$ cat config.mk
export PLATFORM = sky130hd
export DESIGN_NAME = fetch_ctrl_flat
export DESIGN_NICKNAME = d
export VERILOG_FILES = /design/src/rtl/fetch_ctrl_pkg.sv /design/src/rtl/fetch_ctrl_if.sv /design/src/rtl/fetch_ctrl_if_slot.sv /design/src/rtl/fetch_ctrl.sv /design/src/flat_wrapper.sv
export SDC_FILE = /design/constraint.sdc
export NUM_CORES = 1
export LEC_CHECK = 0
export CAP_MARGIN = 25
export CORE_ASPECT_RATIO = 0.7
export CORE_MARGIN = 2
export CORE_UTILIZATION = 39
export CTS_CLUSTER_DIAMETER = 60
export DETAILED_ROUTE_END_ITERATION = 10
export GPL_TIMING_DRIVEN = 0
export PLACE_DENSITY = 0.9
export SETUP_SLACK_MARGIN = 0.3
export SLEW_MARGIN = 20
export SYNTH_ARGS = -nofsm -noshare
export SYNTH_HDL_FRONTEND = slang
export SYNTH_SLANG_ARGS = --single-unit
$ cat constraint.sdc
create_clock -name cpu_clk -period 1.7 [get_ports cpu_clk]
set_clock_uncertainty 0.1 [all_clocks]
set_input_delay 0.255 -clock cpu_clk [delete_from_list [all_inputs] [get_ports cpu_clk]]
set_output_delay 0.255 -clock cpu_clk [all_outputs]
set_load 0.005 [all_outputs]
$ cat src/rtl/fetch_ctrl_pkg.sv
`default_nettype none
// ============================================================================
// Module      : fetch_ctrl_pkg
// Description : Shared types and constants for the instruction-fetch front
//               end: fetch FSM state encoding, reset PC and PC increment.
// Revision    : 1.0 - initial release
// ============================================================================
package fetch_ctrl_pkg;

  // BOOT    : one idle cycle after reset before the first request
  // REQ     : presenting (or ready to present) a request for fetch_pc
  // WAIT    : one request accepted, waiting for its instruction
  // CANCEL  : one request accepted but made stale; its data is discarded
  typedef enum logic [1:0] {
    ST_BOOT   = 2'd0,
    ST_REQ    = 2'd1,
    ST_WAIT   = 2'd2,
    ST_CANCEL = 2'd3
  } fetch_state_e;

  localparam logic [31:0] C_PC_INIT_VAL = 32'h1C00_0000;
  localparam logic [31:0] C_INST_BYTES  = 32'd4;

  // Sequential successor; wraps modulo 2^32.
  function automatic logic [31:0] seq_pc(input logic [31:0] pc,
                                         input logic [31:0] step);
    return pc + step;
  endfunction

endpackage
`default_nettype wire

$ cat src/rtl/fetch_ctrl_if.sv
`default_nettype none
// ============================================================================
// Module      : fetch_ctrl_if
// Description : Fetch-to-icache request/response bus.
//               master : fetch side  (drives icache_req, icache_addr)
//               slave  : icache side (drives addr_ok, data_ok, rdata)
// Revision    : 1.0 - initial release
// ============================================================================
interface fetch_ctrl_if;
  logic        icache_req;
  logic [31:0] icache_addr;
  logic        icache_addr_ok;
  logic        icache_data_ok;
  logic [31:0] icache_rdata;

  modport master (
    output icache_req,
    output icache_addr,
    input  icache_addr_ok,
    input  icache_data_ok,
    input  icache_rdata
  );

  modport slave (
    input  icache_req,
    input  icache_addr,
    output icache_addr_ok,
    output icache_data_ok,
    output icache_rdata
  );
endinterface
`default_nettype wire

$ cat src/rtl/fetch_ctrl_if_slot.sv
`default_nettype none
// ============================================================================
// Module      : fetch_ctrl_if_slot
// Description : One-entry registered output buffer between fetch and ID.
//   cpu_clk/cpu_rst : clock, synchronous active-high reset
//   wr_en / wr_*    : load a returned instruction with its prediction
//   flush           : redirect; drops the held instruction
//   consume         : ID takes the held instruction this cycle
//   if_*            : registered slot contents
// Revision    : 1.0 - initial release
// ============================================================================
module fetch_ctrl_if_slot (
  input  wire logic        cpu_clk,
  input  wire logic        cpu_rst,
  input  wire logic        wr_en,
  input  wire logic        flush,
  input  wire logic        consume,
  input  wire logic [31:0] wr_pc,
  input  wire logic [31:0] wr_inst,
  input  wire logic        wr_pred_taken,
  input  wire logic [31:0] wr_pred_target,
  output logic             if_valid,
  output logic [31:0]      if_pc,
  output logic [31:0]      if_inst,
  output logic             if_pred_taken,
  output logic [31:0]      if_pred_target
);

  logic        r_valid;
  logic [31:0] r_pc;
  logic [31:0] r_inst;
  logic        r_pred_taken;
  logic [31:0] r_pred_target;

  // Flush dominates a write; the payload is only touched on a write so a
  // stalled or consumed slot keeps its outputs stable.
  always_ff @(posedge cpu_clk) begin
    if (cpu_rst) begin
      r_valid       <= 1'b0;
      r_pc          <= '0;
      r_inst        <= '0;
      r_pred_taken  <= 1'b0;
      r_pred_target <= '0;
    end else if (flush) begin
      r_valid <= 1'b0;
    end else if (wr_en) begin
      r_valid       <= 1'b1;
      r_pc          <= wr_pc;
      r_inst        <= wr_inst;
      r_pred_taken  <= wr_pred_taken;
      r_pred_target <= wr_pred_target;
    end else if (consume) begin
      r_valid <= 1'b0;
    end
  end

  assign if_valid       = r_valid;
  assign if_pc          = r_pc;
  assign if_inst        = r_inst;
  assign if_pred_taken  = r_pred_taken;
  assign if_pred_target = r_pred_target;

endmodule
`default_nettype wire

$ cat src/rtl/fetch_ctrl.sv
`default_nettype none
// ============================================================================
// Module      : fetch_ctrl
// Description : Instruction-fetch sequencer. Owns the fetch PC, issues one
//               outstanding icache request at a time, picks the next PC
//               (exception > EX redirect > BTB > +INST_BYTES) and cancels
//               responses made stale by a redirect.
//   cpu_clk/cpu_rst     : clock, synchronous active-high reset
//   suspend             : ID stall, slot is not consumed
//   icache (master)     : request/response bus to the icache
//   pred_taken/target   : BTB lookup for the current fetch PC
//   ex_redirect(_pc)    : EX-stage branch/jump correction
//   exc_redirect/exc_pc : exception / ertn flush
//   if_*                : output slot towards ID
// Revision    : 1.0 - initial release
// ============================================================================
module fetch_ctrl
  import fetch_ctrl_pkg::*;
#(
  parameter logic [31:0] PC_INIT_VAL = C_PC_INIT_VAL,
  parameter logic [31:0] INST_BYTES  = C_INST_BYTES
) (
  input  wire logic        cpu_clk,
  input  wire logic        cpu_rst,
  input  wire logic        suspend,
  fetch_ctrl_if.master     icache,
  input  wire logic        pred_taken,
  input  wire logic [31:0] pred_target,
  input  wire logic        ex_redirect,
  input  wire logic [31:0] ex_redirect_pc,
  input  wire logic        exc_redirect,
  input  wire logic [31:0] exc_pc,
  output logic             if_valid,
  output logic [31:0]      if_pc,
  output logic [31:0]      if_inst,
  output logic             if_pred_taken,
  output logic [31:0]      if_pred_target
);

  fetch_state_e r_state;
  fetch_state_e w_state_next;
  logic [31:0]  r_fetch_pc;
  logic [31:0]  w_fetch_pc_next;

  logic         w_redir;
  logic [31:0]  w_redir_pc;
  logic         w_consume;
  logic         w_free;
  logic         w_req;
  logic         w_slot_wr;

  assign w_redir    = exc_redirect | ex_redirect;
  assign w_redir_pc = exc_redirect ? exc_pc : ex_redirect_pc;
  assign w_consume  = if_valid & ~suspend;
  // Requesting only when the slot will be empty guarantees the returning
  // instruction always has a place to land.
  assign w_free     = ~if_valid | w_consume;

  always_ff @(posedge cpu_clk) begin
    if (cpu_rst) begin
      r_state    <= ST_BOOT;
      r_fetch_pc <= PC_INIT_VAL;
    end else begin
      r_state    <= w_state_next;
      r_fetch_pc <= w_fetch_pc_next;
    end
  end

  always_comb begin
    w_state_next    = r_state;
    w_fetch_pc_next = r_fetch_pc;
    w_req           = 1'b0;
    w_slot_wr       = 1'b0;

    case (r_state)
      ST_BOOT: begin
        if (w_redir) w_fetch_pc_next = w_redir_pc;
        w_state_next = ST_REQ;
      end

      ST_REQ: begin
        w_req = w_free;
        if (w_redir) begin
          w_fetch_pc_next = w_redir_pc;
          // A request accepted alongside a redirect fetches a stale PC.
          if (icache.icache_addr_ok && w_req) w_state_next = ST_CANCEL;
        end else if (icache.icache_addr_ok && w_req) begin
          w_state_next = ST_WAIT;
        end
      end

      ST_WAIT: begin
        if (w_redir) begin
          w_fetch_pc_next = w_redir_pc;
          w_state_next    = icache.icache_data_ok ? ST_REQ : ST_CANCEL;
        end else if (icache.icache_data_ok) begin
          w_slot_wr       = 1'b1;
          w_fetch_pc_next = pred_taken ? pred_target
                                       : seq_pc(r_fetch_pc, INST_BYTES);
          w_state_next    = ST_REQ;
        end
      end

      ST_CANCEL: begin
        if (w_redir) w_fetch_pc_next = w_redir_pc;
        if (icache.icache_data_ok) w_state_next = ST_REQ;
      end

      default: w_state_next = ST_BOOT;
    endcase
  end

  assign icache.icache_req  = w_req;
  assign icache.icache_addr = r_fetch_pc;

  fetch_ctrl_if_slot u_slot (
    .cpu_clk        (cpu_clk),
    .cpu_rst        (cpu_rst),
    .wr_en          (w_slot_wr),
    .flush          (w_redir),
    .consume        (w_consume),
    .wr_pc          (r_fetch_pc),
    .wr_inst        (icache.icache_rdata),
    .wr_pred_taken  (pred_taken),
    .wr_pred_target (pred_target),
    .if_valid       (if_valid),
    .if_pc          (if_pc),
    .if_inst        (if_inst),
    .if_pred_taken  (if_pred_taken),
    .if_pred_target (if_pred_target)
  );

endmodule
`default_nettype wire
$ cat src/flat_wrapper.sv
// flat-port wrapper written by rule: the top's interface ports become plain ports
module fetch_ctrl_flat import fetch_ctrl_pkg::*;
#(
  parameter logic [31:0] PC_INIT_VAL = C_PC_INIT_VAL,
  parameter logic [31:0] INST_BYTES  = C_INST_BYTES
)
  (cpu_clk, cpu_rst, suspend, pred_taken, pred_target, ex_redirect, ex_redirect_pc, exc_redirect, exc_pc, if_valid, if_pc, if_inst, if_pred_taken, if_pred_target, icache_icache_req, icache_icache_addr, icache_icache_addr_ok, icache_icache_data_ok, icache_icache_rdata);
  fetch_ctrl_if icache_i ();
  input  wire logic cpu_clk;
  input  wire logic cpu_rst;
  input  wire logic suspend;
  input  wire logic pred_taken;
  input  wire logic [31:0] pred_target;
  input  wire logic ex_redirect;
  input  wire logic [31:0] ex_redirect_pc;
  input  wire logic exc_redirect;
  input  wire logic [31:0] exc_pc;
  output logic if_valid;
  output logic [31:0] if_pc;
  output logic [31:0] if_inst;
  output logic if_pred_taken;
  output logic [31:0] if_pred_target;
  output wire logic [$bits(icache_i.icache_req)-1:0] icache_icache_req;
  output wire logic [$bits(icache_i.icache_addr)-1:0] icache_icache_addr;
  input wire logic [$bits(icache_i.icache_addr_ok)-1:0] icache_icache_addr_ok;
  input wire logic [$bits(icache_i.icache_data_ok)-1:0] icache_icache_data_ok;
  input wire logic [$bits(icache_i.icache_rdata)-1:0] icache_icache_rdata;
  assign icache_icache_req = icache_i.icache_req;
  assign icache_icache_addr = icache_i.icache_addr;
  assign icache_i.icache_addr_ok = icache_icache_addr_ok;
  assign icache_i.icache_data_ok = icache_icache_data_ok;
  assign icache_i.icache_rdata = icache_icache_rdata;
  fetch_ctrl #(.PC_INIT_VAL(PC_INIT_VAL), .INST_BYTES(INST_BYTES)) u_core (.cpu_clk(cpu_clk), .cpu_rst(cpu_rst), .suspend(suspend), .icache(icache_i), .pred_taken(pred_taken), .pred_target(pred_target), .ex_redirect(ex_redirect), .ex_redirect_pc(ex_redirect_pc), .exc_redirect(exc_redirect), .exc_pc(exc_pc), .if_valid(if_valid), .if_pc(if_pc), .if_inst(if_inst), .if_pred_taken(if_pred_taken), .if_pred_target(if_pred_target));
endmodule
==> reports/summary.txt, run 1 <==
status - finished with violations
failing checks - negative setup slack
Compound-Gate Fraction of Synth Area - 20.42%
Via density - 6.742
DR WL/cell - 31.12 um
main combinational cell family by area after synthesis - simple AND/OR/NAND/NOR gates
register share of total power - 35.4%
Mean Syn Cell Area - 7.772 um^2
die area - 16840 um^2
final WL - 44660 um
CTS sink cnt - 132
# DRC - 0
1st-iter DRT viols - 1474
die width - 154.3 um
Area Overhead vs Synth - 124.9%
H-tree depth - 4
row count - 38
crit-path max FO - 6
PnR Total Power - 9.290 mW
Clk pwr share - 45.0%
EDFF count, synth - 0
XOR/XNOR share of the synthesized area - 1.279%
f_max - 0.3560 GHz
Initial DRT Pass Iterations - 11
Final Max Tran Viols - 0
CP max stage cell - nor4_1
final setup violation count - 131
Main synth FF type - dfxtp_1
post-synthesis mux area share - 4.730%
Post-Synth Adder-Cell Area - 0.2030%
register area share after synthesis - 42.87%
Global Route Usage Sum - 38.72%
Clock Path Buffers - 2
most frequent cells in the layout - clkdlybuf4s50_1 (132), nand2_4 (115), a21oi_2 (106)
Buf/Inv on CP - 2
number of synthesized register bits - 132
antenna violations before repair - 3
crit path DAT - 3.02 ns
Synth Area in Simple Gates - 25.29%
Worst path most repeated cell - buf_6
Die Span Y - 109.2 um
HP Class - in -> reg
port buffer count - 265
Slew headroom - 20.19%
largest net degree at the start of global routing - 17
fillers - 570
Pwr Density - 670.0 nW/um^2
vias in the first global route - 8519
worst-path cell chain - buf_6 -> buf_6 -> and4_4 -> nand2_2 -> nor4_1 -> o221ai_1 -> o211a_1
Syn Nets - 930
first-pass GRT wire length - 49360 um
switch share - 28.59%
Starting Density - 39.89%
antenna cells - 0
num ports - 267
worst slew pin tran - 1.186 ns
Crit path max-delay family - simple AND/OR/NAND/NOR gates
Post-Syn Instances - 793
CP peak stage delay - 1.01 ns
share of cells above drive strength 1 - 56.68%
worst path required time - 1.91 ns
commonest non-fill, non-tap cell in the layout - clkdlybuf4s50_1
fin crit period - 2.809 ns
endpoints failing hold - 0
TritonCTS buffer count - 17
endpoint class of the critical path - flop
Logic pwr share - 19.6%
Static Leakage - 5.624 nW
CTS Root Cell - clkbuf_16
crit path launch type - flop
Hold Buf Count CTS - 0
RSZ-0062 raised after global routing - true
via count - 9675
Peak VDD IR - 0.8074 mV
Sw Pwr - 2.656 mW
Worst Slack Setup Final - -1.109 ns
Max Cap Violations - 0
YS warnings - 0
Yosys cell types - 64
Post-Syn Area - 6163 um^2
Reg clk slew, reported paths - 0.07 ns
Post-synth ARST share - 0%
worst skew pair latency - 0.43 ns
RD Place Congestion - 1.007
fin crit share - 165.2%
internal power - 6.634 mW
Final Core Density - 89.72%
CORE AREA - 15450 um^2
kind of critical path - reg -> reg
grt ovf - 0
TritonCTS clock tree - built
Nets - 1360
antenna-violating nets left - 0
hpwl dp - 19960 um
==> tightest hold or removal path: stages <==
cell and delay, ns:
clkdlybuf4s50_1 0.40, nand2_1 0.08, a21oi_2 0.06
==> layout make-up <==
cell class,count,area (um^2),area share [%]
Tap cell,200,250.2,1.805
Clock buffer,20,467.9,3.375
Inverter,8,30.03,0.2166
Multi-Input combinational cell,592,5074,36.59
Buffer,61,828.3,5.974
Clock inverter,11,172.7,1.245
Timing Repair Buffer,411,4198,30.28
Sequential cell,132,2844,20.51
==> cells in the mapped netlist (2+ instances only) <==
| library cell | number | share of area, % |
|---|---|---|
| nand4_1 | 5 | 0.51 |
| nor2b_1 | 3 | 0.30 |
| or3_1 | 6 | 0.61 |
| a21oi_1 | 124 | 10 |
| a221oi_1 | 2 | 0.28 |
| nor3_1 | 8 | 0.65 |
| o31ai_1 | 2 | 0.24 |
| and4_2 | 2 | 0.32 |
| buf_1 | 3 | 0.18 |
| xor2_1 | 4 | 0.57 |
| o21ai_0 | 20 | 1.6 |
| nand3_1 | 22 | 1.8 |
| a21o_1 | 3 | 0.37 |
| o21ai_1 | 4 | 0.32 |
| xnor2_1 | 5 | 0.71 |
| inv_1 | 7 | 0.43 |
| and3_1 | 2 | 0.20 |
| clkbuf_1 | 35 | 2.1 |
| a222oi_1 | 4 | 0.65 |
| or2_2 | 2 | 0.20 |
| o22ai_1 | 5 | 0.51 |
| o211ai_1 | 11 | 1.3 |
| buf_2 | 19 | 1.5 |
| nor4b_4 | 2 | 0.77 |
| nor2_1 | 20 | 1.2 |
| nor4_2 | 2 | 0.41 |
| nor4_1 | 10 | 1.0 |
| mux2i_1 | 28 | 4.5 |
| nand2_1 | 238 | 14 |
| a31oi_1 | 6 | 0.61 |
| dfxtp_1 | 132 | 43 |
| o211a_1 | 2 | 0.32 |
| o21a_1 | 2 | 0.24 |
| nand3_2 | 2 | 0.32 |
| clkbuf_8 | 3 | 0.67 |
| o311ai_1 | 2 | 0.28 |
| o221ai_1 | 4 | 0.57 |
| nand2b_1 | 4 | 0.41 |
| o31a_1 | 3 | 0.43 |
| a211oi_1 | 11 | 1.3 |
==> registers in the layout, indices dropped and copies added, names as in the netlist <==
name / flops
u_core.u_slot.if_pc: 32
u_core.u_slot.if_pred_target: 32
u_core.r_state: 2
u_core.u_slot.if_pred_taken: 1
u_core.icache.icache_addr: 32
u_core.u_slot.if_valid: 1
u_core.u_slot.if_inst: 32
==> per-layer routing <==
layer  up-vias  track usage, %  routed length [um]
met4         2           18.78                4257
met5         -               0                  26
li1       3655               -                   -
met1      4472           46.24               14810
met3       468           15.18                6644
met2      1078           61.69               18910
==> kinds of logic after synthesis <==
family	Yosys count
AO/OA/AOI/OAI	213
XOR/XNOR	9
adder cells (fa/ha/maj)	1
buffers and inverters	69
flip-flops	132
multiplexers	29
AND/OR/NAND/NOR	340
==> power groups by stage <==
stage               clock [mW]  sequential [mW]  combinational (mW)
floorplan                    0             3.34               0.405
finish                    4.18             3.29                1.82
global placement             0             3.38                1.04
CTS                       4.05             3.25                1.35
detailed placement           0             3.38                1.05
global route              4.27             3.29                1.83
==> worst paths after layout <==
kind | startpoint | endpoint | slack, ns | depth (start not counted)
worst max-delay path | u_core.icache.icache_addr[4]$_SDFFE_PP0P_ | u_core.icache.icache_addr[18]$_SDFFE_PP0P_ | -1.11 | 7
worst min-delay path | icache_icache_rdata[16] | u_core.u_slot.if_inst[16]$_SDFFE_PP0P_ | 0.29 | 3
worst max register to register | u_core.icache.icache_addr[4]$_SDFFE_PP0P_ | u_core.icache.icache_addr[18]$_SDFFE_PP0P_ | -1.11 | 7
worst min register to register | u_core.u_slot.if_pc[27]$_SDFFE_PP0P_ | u_core.u_slot.if_pc[27]$_SDFFE_PP0P_ | 0.37 | 2
==> what timing repair did <==
action / 4_1_cts / 5_1_grt
buffers inserted: 81 / 39
pin swaps: 36 / 111
setup endpoints to repair: 262 / 194
resized for setup: 575 / 402
gates cloned: 19 / 7
==> metrics by stage <==
stage	hold WS, ns	instance area (um^2)	instances	worst slack, ns	setup TNS [ns]
floorplan	0.2955	6485	793	-0.06186	-0.7039
global placement	0.3452	9388	1258	-0.9542	-100.03
detailed placement	0.3515	9388	1258	-0.9740	-103.51
CTS	0.2393	12130	1389	-0.2201	-11.80
global route	0.3112	13860	1435	-0.9516	-37.60
finish	0.2919	13860	1435	-1.109	-39.38
No activity file was read; power rests on OpenSTA's default activity.
==> run 2: changes to the inputs <==
--- a/config.mk
+++ b/config.mk
@@ -8,13 +8,14 @@
 export CAP_MARGIN = 25
 export CORE_ASPECT_RATIO = 0.7
 export CORE_MARGIN = 2
-export CORE_UTILIZATION = 39
+export CORE_UTILIZATION = 30
 export CTS_CLUSTER_DIAMETER = 60
 export DETAILED_ROUTE_END_ITERATION = 10
 export GPL_TIMING_DRIVEN = 0
-export PLACE_DENSITY = 0.9
+export PLACE_DENSITY = 0.75
 export SETUP_SLACK_MARGIN = 0.3
 export SLEW_MARGIN = 20
 export SYNTH_ARGS = -nofsm -noshare
 export SYNTH_HDL_FRONTEND = slang
 export SYNTH_SLANG_ARGS = --single-unit
+export TNS_END_PERCENT = 10
==> run 2 against run 1 <==
Against the previous run: the run still ends with negative setup slack left; global-route usage shrank 11 points; highest routed layer is now met4; total power shrank 9.2%; clock power shrank 8.9%; worst setup slack gained 0.81 ns; cell area shrank 16%; via count shrank 19%; clock-buffer cell count grew 5; cell count grew 0.14%; core utilization shrank 31 points; worst hold slack lost 0.016 ns; flip-flop and latch count is the same.
==> reports/summary.txt, run 2 (same netlist as run 1, synthesis figures left out) <==
grt ovf - 0 (unchanged)
largest net degree at the start of global routing - 17 (unchanged)
worst path required time - 1.90 ns (about the same)
CTS Root Cell - clkbuf_16
endpoints failing hold - 0 (unchanged)
dpl cell area - 9343 um^2 (-0.48%)
RR Startpoint - u_core.r_state[0]$_SDFFE_PP0P_
Worst Hold Path EP - u_core.u_slot.if_inst[2]$_SDFFE_PP0P_
FF-to-FF path depth - 6 (-1)
Max Cap Violations - 0 (unchanged)
worst skew pair latency - 0.43 ns (about the same)
crit path launch type - flop
RR Endpoint - u_core.icache.icache_addr[28]$_SDFFE_PP1P_
crit path DAT - 2.20 ns (-0.82 ns)
RSZ-0062 raised after global routing - true
H-tree depth - 4 (unchanged)
Final Core Density - 58.24% (-31 points)
via count - 7839 (-19%)
commonest non-fill, non-tap cell in the layout - nand2_1
Area Overhead vs Synth - 88.61%
die width - 175.3 um (+14%)
reg2reg setup slack - -0.30 ns (+0.81 ns)
hpwl dp - 21660 um (+8.5%)
share of cells above drive strength 1 - 29.22% (-27 points)
fin crit period - 1.997 ns (-0.8114 ns)
TritonCTS buffer count - 17 (unchanged)
Final Max Tran Viols - 0 (unchanged)
die area - 21730 um^2 (+29%)
row count - 43 (+13%)
Pwr Density - 725.4 nW/um^2 (+8.3%)
failing checks - negative setup slack
fin crit share - 117.5% (-48 points)
vias in the first global route - 7196 (-16%)
antenna violations before repair - 0 (-3)
crit-path max FO - 10 (+4)
CORE AREA - 19960 um^2 (+29%)
CTS sink cnt - 132 (unchanged)
DR WL/cell - 22.14 um (-29%)
endpoint class of the critical path - flop
hold path depth - 3 (unchanged)
HP Class - in -> reg
placed insts - 1329 (+5.6%)
Peak VDD IR - 0.6031 mV (-25%)
Nets - 1292 (-5.0%)
Starting Density - 30.88% (-9.0 points)
Reg clk slew, reported paths - 0.06 ns (about the same)
f_max - 0.5007 GHz (+41%)
Clock Path Buffers - 2 (unchanged)
Die Span Y - 123.9 um (+14%)
# DRC - 0 (unchanged)
HP Start - icache_icache_rdata[2]
Global Route Usage Sum - 27.67% (-11 points)
PnR Total Power - 8.433 mW (-9.2%)
antenna cells - 0 (unchanged)
first-pass GRT wire length - 44040 um (-11%)
Static Leakage - 4.769 nW (-15%)
final WL - 31810 um (-29%)
antenna-violating nets left - 0 (unchanged)
most frequent cells in the layout - nand2_1 (205), clkdlybuf4s50_1 (137), a21oi_1 (100)
DP Worst Slack - -1.236 ns (-0.2618 ns)
num ports - 267 (unchanged)
1st-iter DRT viols - 780 (-47%)
Worst Slack Setup Final - -0.2973 ns (+0.8114 ns)
final setup violation count - 132 (+0.76%)
design area - 11620 um^2 (-16%)
worst slew pin tran - 0.7606 ns (-0.4257 ns)
post-route setup TNS - -18.62 ns (+20.76 ns)
Final Non-Filler Cells - 1437 (+0.14%)
status - finished with violations
Initial DRT Pass Iterations - 6 (-5)
TritonCTS clock tree - built
final hold slack - 0.2764 ns (-0.01550 ns)
Via density - 5.455 (-19%)
port buffer count - 265 (unchanged)
kind of critical path - reg -> reg
Slew headroom - 49.30% (+29 points)
RD Place Congestion - 0.9229 (-8.4%)
## run 2: metal layers
metal / vias up / share of wire (%) / track usage, %
li1: 3520 / - / -
met1: 3700 / 41 / 35.25
met2: 556 / 44 / 43.75
met3: 63 / 12 / 9.860
met4: 0 / 2.5 / 9.323
met5: - / 0 / 0
## run 2: what timing repair did
| action | in CTS | in global routing |
|---|---|---|
| endpoints found under the setup margin | 262 | 179 |
| pin swaps | 46 | 51 |
| buffers inserted | 40 | 25 |
| hold buffers | 0 | 0 |
| resized for setup | 372 | 174 |
| cloned | 9 | 3 |
## run 2: area by class of cell
cell class | count | area, um^2
fillers | 1781 | 8335
multi-input cells | 592 | 3804
repair buffers | 343 | 3353
flip-flops and latches | 132 | 2754
plain buffers | 61 | 748.2
clock buffers | 25 | 506.7
well taps | 270 | 337.8
clock inverters | 6 | 91.34
inverters | 8 | 30.03
## run 2: how the worst max path moves through the flow
stage / startpoint / end / slack (ns) / cells after the start
2_1_floorplan: u_core.icache.icache_addr[13]$_SDFFE_PP0P_ / u_core.icache.icache_addr[27]$_SDFFE_PP1P_ / -0.06 / 5
3_3_place_gp: exc_redirect / u_core.icache.icache_addr[10]$_SDFFE_PP0P_ / -1.21 / 7
3_5_place_dp: icache_icache_data_ok / u_core.u_slot.if_pred_target[21]$_SDFFE_PP0P_ / -1.24 / 7
4_1_cts: u_core.icache.icache_addr[11]$_SDFFE_PP0P_ / u_core.icache.icache_addr[31]$_SDFFE_PP0P_ / -0.22 / 6
5_1_grt: u_core.icache.icache_addr[14]$_SDFFE_PP0P_ / u_core.icache.icache_addr[29]$_SDFFE_PP0P_ / -0.31 / 7
6_report: u_core.r_state[0]$_SDFFE_PP0P_ / u_core.icache.icache_addr[28]$_SDFFE_PP1P_ / -0.30 / 6
## run 2: critical path: stages (launching register included)
cell and delay, ns:
dfxtp_2 0.34, or4b_4 0.49, buf_8 0.17, buf_4 0.19, o31ai_1 0.28, nand3_1 0.14
o211a_1 0.16
## run 2: power by group
group	total, mW	leakage [nW]	switching, mW	internal (mW)
clock	3.81	0.293	1.44	2.37
combinational	1.32	3.39	0.622	0.699
sequential	3.30	1.09	0.130	3.17
total	8.43	4.77	2.19	6.24
